[src/rtl/scmp_bus_pak.sv]
// Shared types and data-bus multiplex positions for the SC/MP external bus-cycle controller.
package scmp_bus_pak;

  typedef enum logic [2:0] {
    IDLE,
    ADDR,
    STROBE,
    DONE,
    RECOVER
  } BUS_STATE_t;

  // Field order matches the microcode bus[6:3] flag group.
  typedef struct packed {
    logic h;
    logic d;
    logic i;
    logic r;
  } BUS_FLAGS_t;

  localparam int DOUT_FLAGS_LSB = 4;
  localparam int DOUT_AHI_LSB   = 0;
  localparam int ADDR_HI_LSB    = 12;
  localparam int ADDR_LO_W      = 12;

  // Address-phase byte: flags in the upper nibble, A15..A12 in the lower nibble.
  function automatic logic [7:0] addr_phase_byte(input BUS_FLAGS_t flags,
                                                 input logic [15:0] addr);
    logic [7:0] b;
    b = '0;
    b[DOUT_FLAGS_LSB +: 4] = flags;
    b[DOUT_AHI_LSB +: 4]   = addr[ADDR_HI_LSB +: 4];
    return b;
  endfunction

  function automatic int max3(input int a, input int b, input int c);
    int m;
    m = (a > b) ? a : b;
    return (m > c) ? m : c;
  endfunction

endpackage

[src/rtl/scmp_bus_ctl.sv]
// External bus-cycle controller: turns microcode bus requests into NADS/NRDS/NWDS cycles
// and stalls the microcode PC until the data phase has completed.
module scmp_bus_ctl
  import scmp_bus_pak::*;
#(
  parameter int ADS_CYCLES     = 1,
  parameter int STROBE_CYCLES  = 2,
  parameter int RECOVER_CYCLES = 1
) (
  input  logic        clk,
  input  logic        rst,
  input  logic        req_ads,
  input  logic        req_rd,
  input  logic        req_wr,
  input  logic [3:0]  req_flags,
  input  logic [15:0] addr,
  input  logic [7:0]  wdata,
  output logic [7:0]  rdata,
  output logic        rdata_valid,
  output logic        stall,
  input  logic        ext_enin,
  input  logic        ext_hold,
  input  logic [7:0]  ext_din,
  output logic [11:0] ext_addr,
  output logic [7:0]  ext_dout,
  output logic        ext_dout_oe,
  output logic        ext_nads,
  output logic        ext_nrds,
  output logic        ext_nwds
);

  localparam int CNT_W = $clog2(max3(ADS_CYCLES, STROBE_CYCLES, RECOVER_CYCLES)) + 1;
  localparam logic [CNT_W-1:0] ADS_LOAD = CNT_W'(ADS_CYCLES - 1);
  localparam logic [CNT_W-1:0] STB_LOAD = CNT_W'(STROBE_CYCLES - 1);
  localparam logic [CNT_W-1:0] REC_LOAD = CNT_W'((RECOVER_CYCLES > 0) ? RECOVER_CYCLES - 1 : 0);

  BUS_STATE_t       state;
  logic [CNT_W-1:0] cnt;
  logic             lat_rd;
  logic             lat_wr;
  logic [7:0]       lat_wdata;

  // The microcode PC is frozen while a cycle is in flight or a new request is waiting;
  // only DONE lets it advance.
  assign stall = ((state == IDLE) && req_ads)
               || ((state inside {ADDR, STROBE, RECOVER}) && req_ads)
               || (state inside {ADDR, STROBE});

  // Single FSM with a shared down-counter: it is loaded with (phase length - 1) on entry and
  // sticks at zero, so a held strobe simply waits at zero until ext_hold drops.
  always_ff @(posedge clk) begin
    if (rst) begin
      state       <= IDLE;
      cnt         <= '0;
      lat_rd      <= 1'b0;
      lat_wr      <= 1'b0;
      lat_wdata   <= '0;
      rdata       <= '0;
      rdata_valid <= 1'b0;
      ext_addr    <= '0;
      ext_dout    <= '0;
      ext_dout_oe <= 1'b0;
      ext_nads    <= 1'b1;
      ext_nrds    <= 1'b1;
      ext_nwds    <= 1'b1;
    end else begin
      rdata_valid <= 1'b0;
      unique case (state)
        IDLE: begin
          if (req_ads && ext_enin) begin
            state       <= ADDR;
            cnt         <= ADS_LOAD;
            lat_rd      <= req_rd;
            lat_wr      <= req_wr & ~req_rd;
            lat_wdata   <= wdata;
            ext_nads    <= 1'b0;
            ext_dout_oe <= 1'b1;
            ext_dout    <= addr_phase_byte(BUS_FLAGS_t'(req_flags), addr);
            ext_addr    <= addr[ADDR_LO_W-1:0];
          end
        end

        ADDR: begin
          if (cnt != '0) begin
            cnt <= cnt - 1'b1;
          end else begin
            ext_nads <= 1'b1;
            if (lat_rd || lat_wr) begin
              state <= STROBE;
              cnt   <= STB_LOAD;
              if (lat_rd) begin
                ext_nrds    <= 1'b0;
                ext_dout_oe <= 1'b0;
              end else begin
                ext_nwds    <= 1'b0;
                ext_dout_oe <= 1'b1;
                ext_dout    <= lat_wdata;
              end
            end else begin
              state       <= DONE;
              ext_dout_oe <= 1'b0;
            end
          end
        end

        STROBE: begin
          if (cnt != '0) begin
            cnt <= cnt - 1'b1;
          end else if (!ext_hold) begin
            state    <= DONE;
            ext_nrds <= 1'b1;
            ext_nwds <= 1'b1;
            if (lat_rd) begin
              rdata       <= ext_din;
              rdata_valid <= 1'b1;
            end
          end
        end

        DONE: begin
          ext_dout_oe <= 1'b0;
          if (RECOVER_CYCLES > 0) begin
            state <= RECOVER;
            cnt   <= REC_LOAD;
          end else begin
            state <= IDLE;
          end
        end

        RECOVER: begin
          if (cnt != '0) begin
            cnt <= cnt - 1'b1;
          end else begin
            state <= IDLE;
          end
        end

        default: state <= IDLE;
      endcase
    end
  end

endmodule

[config.mk]
export PLATFORM = sky130hd
export DESIGN_NAME = scmp_bus_ctl
export DESIGN_NICKNAME = d
export VERILOG_FILES = /design/src/rtl/scmp_bus_pak.sv /design/src/rtl/scmp_bus_ctl.sv
export SDC_FILE = /design/constraint.sdc
export NUM_CORES = 1
export LEC_CHECK = 0
export CAP_MARGIN = 20
export CORE_MARGIN = 1.5
export CORE_UTILIZATION = 40
export DETAILED_ROUTE_END_ITERATION = 10
export PLACE_DENSITY = 0.85
export SYNTH_ARGS = -nofsm -noshare
export SYNTH_HDL_FRONTEND = slang
export SYNTH_SLANG_ARGS = --single-unit
[constraint.sdc]
create_clock -name clk -period 1.66 [get_ports clk]
set_input_delay 0.249 -clock clk [delete_from_list [all_inputs] [get_ports clk]]
set_output_delay 0.249 -clock clk [all_outputs]
set_load 0.05 [all_outputs]
==> impl_metrics.env <==
export IMPL_drive_gt1_frac=0.2380
export IMPL_maxSlewViolCount=0
export IMPL_crit_end="stall"
export IMPL_cts_sinks=48
export IMPL_cap_violations=0
export IMPL_clkTransAtPathRegs_ns=0.09
export IMPL_vdd_ir_drop_max_v=0.0008364
export IMPL_yosysUniqueCellTypes=41
export IMPL_pre_cts_ws_ns=-0.2700
export IMPL_leakage_uw=0.001231
export IMPL_startpoint_type="flop"
export IMPL_num_vias=2015
export IMPL_path_max_fanout=11
export IMPL_gp_congestion=0.8755
export IMPL_cts_inserted_buffers=5
export IMPL_hold_path_depth=2
export IMPL_r2r_start="state[1]$_SDFFE_PP0P_"
export IMPL_post_drt_wl_per_cell_microns=12.76
export IMPL_die_w_microns=75.43
export IMPL_post_dp_cell_area_sq_mm=0.002989
export IMPL_core_sq_mm=0.005075
export IMPL_cp_top_family="flip-flops"
export IMPL_maxSlewHeadroom=0.7064
export IMPL_cp_end_kind="output pin"
export IMPL_synth_area_sq_mm=0.002098
export IMPL_setup_ws_ns=0.07403
export IMPL_hold_path_class="reg -> reg"
export IMPL_ant_nets=0
export IMPL_fillers=458
export IMPL_final_cell_area_sq_mm=0.003154
export IMPL_regArea_sq_um=965.9
export IMPL_hold_buffers=0
export IMPL_track_usage=0.1847
export IMPL_dieHeight_microns=75.43
export IMPL_clk_latency_ns=0.29
export IMPL_grt_max_degree=30
export IMPL_area_growth_pct=50.33
export IMPL_setup_violations_final=0
export IMPL_dr_pass1_iters=4
export IMPL_die_area_sq_mm=0.005689
export IMPL_fmax_mhz=630.5
export IMPL_power_density_mw_per_mm2=1688
export IMPL_fin_crit_sh=0.9554
export IMPL_insertedDiodeCount=0
export IMPL_cp_slowest_cell="dfxtp_2"
export IMPL_cp_arrival_ns=1.34
export IMPL_nets=376
export IMPL_crit_buf_inv=2
export IMPL_crit_required_ns=1.41
export IMPL_worstMarginPinSlew_ns=0.4293
export IMPL_seq_area_frac_synth=0.4580
export IMPL_startpoint="state[1]$_SDFFE_PP0P_"
export IMPL_cts_root_buf="clkbuf_8"
export IMPL_r2r_cells=5
export IMPL_drcViolationCount=0
export IMPL_cp_depth=4
export IMPL_core_rowCount=26
export IMPL_grt_pass1_wl_mm=8.107
export IMPL_yosys_register_bits=48
export IMPL_cp_slowest_stage_delay_ns=0.39
export IMPL_ios=77
export IMPL_rr_endpoint="ext_dout[5]$_SDFFE_PP0P_"
export IMPL_path_cells="buf_4 -> nand2b_1 -> o22ai_2 -> buf_12"
export IMPL_skew_ns=0.004086
export IMPL_drt_iter0_drc=128
export IMPL_io_buffers=76
export IMPL_cts_tree="done"
export IMPL_h_tree_depth=2
export IMPL_path_class="reg -> out"
export IMPL_multi_input_area_sq_mm=0.001054
export IMPL_finalHoldViolCount=0
export IMPL_synth_fp_nets=290
export IMPL_status="completed"
export IMPL_avgSynthCellArea_sq_um=8.564
export IMPL_via_per_inst=5.012
export IMPL_syn_inst=245
export IMPL_routed_wl_mm=5.131
export IMPL_cts_buffer_depth=2
export IMPL_antenna_found_initial=0
export IMPL_initial_core_util=0.4135
export IMPL_timing_reg2reg_setup_slack_ns=0.08
export IMPL_fin_crit_ns=1.586
export IMPL_place_hpwl_mm=3.722
export IMPL_overflow=0
export IMPL_grt_pass1_vias=1889
export IMPL_yosysWarnings=0
-- worst min-delay path, delay by kind of cell (launching register included) --
family,cells,cell delay (ns)
DFF,1,0.32
buffers and inverters,1,0.05
AOI/OAI and AO/OA,1,0.05
-- layout make-up --
cell class / instances / area share
Inverter: 6 / 0.007140
Multi-Input combinational cell: 171 / 0.3340
Sequential cell: 48 / 0.3062
Timing Repair Buffer: 99 / 0.2908
Tap cell: 70 / 0.02777
Clock buffer: 6 / 0.02301
Clock inverter: 2 / 0.01111
-- worst min-delay path by stage --
stage,startpoint,slack [ns],endpoint
detailed placement,lat_wdata[3]$_SDFFE_PP0P_,0.45,lat_wdata[3]$_SDFFE_PP0P_
CTS,lat_wdata[3]$_SDFFE_PP0P_,0.46,lat_wdata[3]$_SDFFE_PP0P_
floorplan,wdata[0],0.38,lat_wdata[0]$_SDFFE_PP0P_
global placement,ext_addr[7]$_SDFFE_PP0P_,0.44,ext_addr[7]$_SDFFE_PP0P_
finish,ext_nads$_SDFFE_PP1P_,0.46,ext_nads$_SDFFE_PP1P_
global route,ext_addr[9]$_SDFFE_PP0P_,0.47,ext_addr[9]$_SDFFE_PP0P_
-- synthesized netlist by cell type (all sizes together) --
master | instances | area, sq um
nand2 | 49 | 183.9
dfxtp | 48 | 960.9
a21oi | 39 | 198.9
mux2i | 16 | 160.2
buf | 12 | 73.82
o21ai | 12 | 63.81
a311oi | 10 | 87.58
nor2 | 10 | 37.54
clkbuf | 8 | 30.03
inv | 6 | 22.52
nor2b | 5 | 31.28
nor3b | 3 | 22.52
a2111oi | 2 | 36.29
ha | 2 | 25.02
nand2b | 2 | 12.51
nand3b | 2 | 15.01
nor4 | 2 | 12.51
o21a | 2 | 15.01
a211oi | 1 | 7.510
a31oi | 1 | 6.260
and2 | 1 | 6.260
and3 | 1 | 6.260
and3b | 1 | 8.760
nand3 | 1 | 5.000
nor3 | 1 | 5.000
nor4b | 1 | 8.760
o22ai | 1 | 6.260
o2bb2ai | 1 | 8.760
o311ai | 1 | 8.760
o31a | 1 | 8.760
or2 | 1 | 6.260
or4 | 1 | 7.510
xnor2 | 1 | 8.760
-- routing by layer --
layer	vias to the layer above	wire length, microns	GRT usage
li1	1025	-	-
met3	9	300	0.06217
met1	932	2299	0.2325
met2	49	2453	0.3002
met5	-	0	0
met4	0	78	0.05754
-- cells in the final DEF, fill, tap and decap left out, types with 3 or more instances in the layout --
cell type / netlist / layout
a21oi_1: 38 / 37
a311oi_1: 10 / 10
buf_12: 0 / 5
buf_4: 1 / 51
clkbuf_8: 0 / 5
clkdlybuf4s50_1: 0 / 41
dfxtp_1: 48 / 44
dfxtp_2: 0 / 4
inv_1: 5 / 3
inv_2: 1 / 3
mux2i_1: 16 / 16
nand2_1: 49 / 49
nor2_1: 10 / 10
nor2b_1: 5 / 5
o21ai_0: 8 / 8
o21ai_1: 3 / 3
-- state kept, by name, indices dropped and copies added (netlist names) --
| register | cells |
|---|---|
| ext_addr | 12 |
| ext_dout | 8 |
| lat_wdata | 8 |
| rdata | 8 |
| state | 3 |
| cnt | 2 |
| ext_dout_oe | 1 |
| ext_nads | 1 |
| ext_nrds | 1 |
| ext_nwds | 1 |
| lat_rd | 1 |
| lat_wr | 1 |
| rdata_valid | 1 |
-- timing repair --
action | CTS | global route
cloned | 1 | 0
endpoints found under the hold margin | 0 | 0
buffers inserted | 0 | 1
endpoints found under the setup margin | 9 | 15
resized for setup | 4 | 10
pin swaps | 2 | 7
-- report_power, final --
group          internal, uW  total, uW  switching, uW  leakage, uW
sequential             1400       1580            173     0.000393
combinational          1240       2920           1680     0.000783
clock                   447        827            380    0.0000552
total                  3090       5330           2230      0.00123
-- metrics by stage --
| step | power [uW] | hold WS [ns] | util | setup TNS, ns | instances |
|---|---|---|---|---|---|
| floorplan | 3454 | 0.3850 | - | 0 | 245 |
| global placement | 4319 | 0.4426 | 0.5890 | -1.710 | 392 |
| detailed placement | 4383 | 0.4482 | 0.5890 | -2.551 | 392 |
| CTS | 5270 | 0.4604 | 0.6132 | -0.0006992 | 401 |
| global route | 5652 | 0.4735 | 0.6215 | -0.003592 | 402 |
| finish | 5325 | 0.4579 | 0.6215 | 0 | 402 |
-- kinds of logic (layout without fill, tap and decap cells) --
| group | count (synthesis) | in the layout | synth area share |
|---|---|---|---|
| AND/OR/NAND/NOR | 81 | 81 | 0.1759 |
| XOR/XNOR | 1 | 1 | 0.004175 |
| buffers and inverters | 26 | 113 | 0.06023 |
| flip-flops | 48 | 48 | 0.4580 |
| adder cells (fa/ha/maj) | 2 | 2 | 0.01192 |
| AO/OA/AOI/OAI | 71 | 71 | 0.2135 |
| multiplexers | 16 | 16 | 0.07633 |
(Power assumes the default switching activity.)
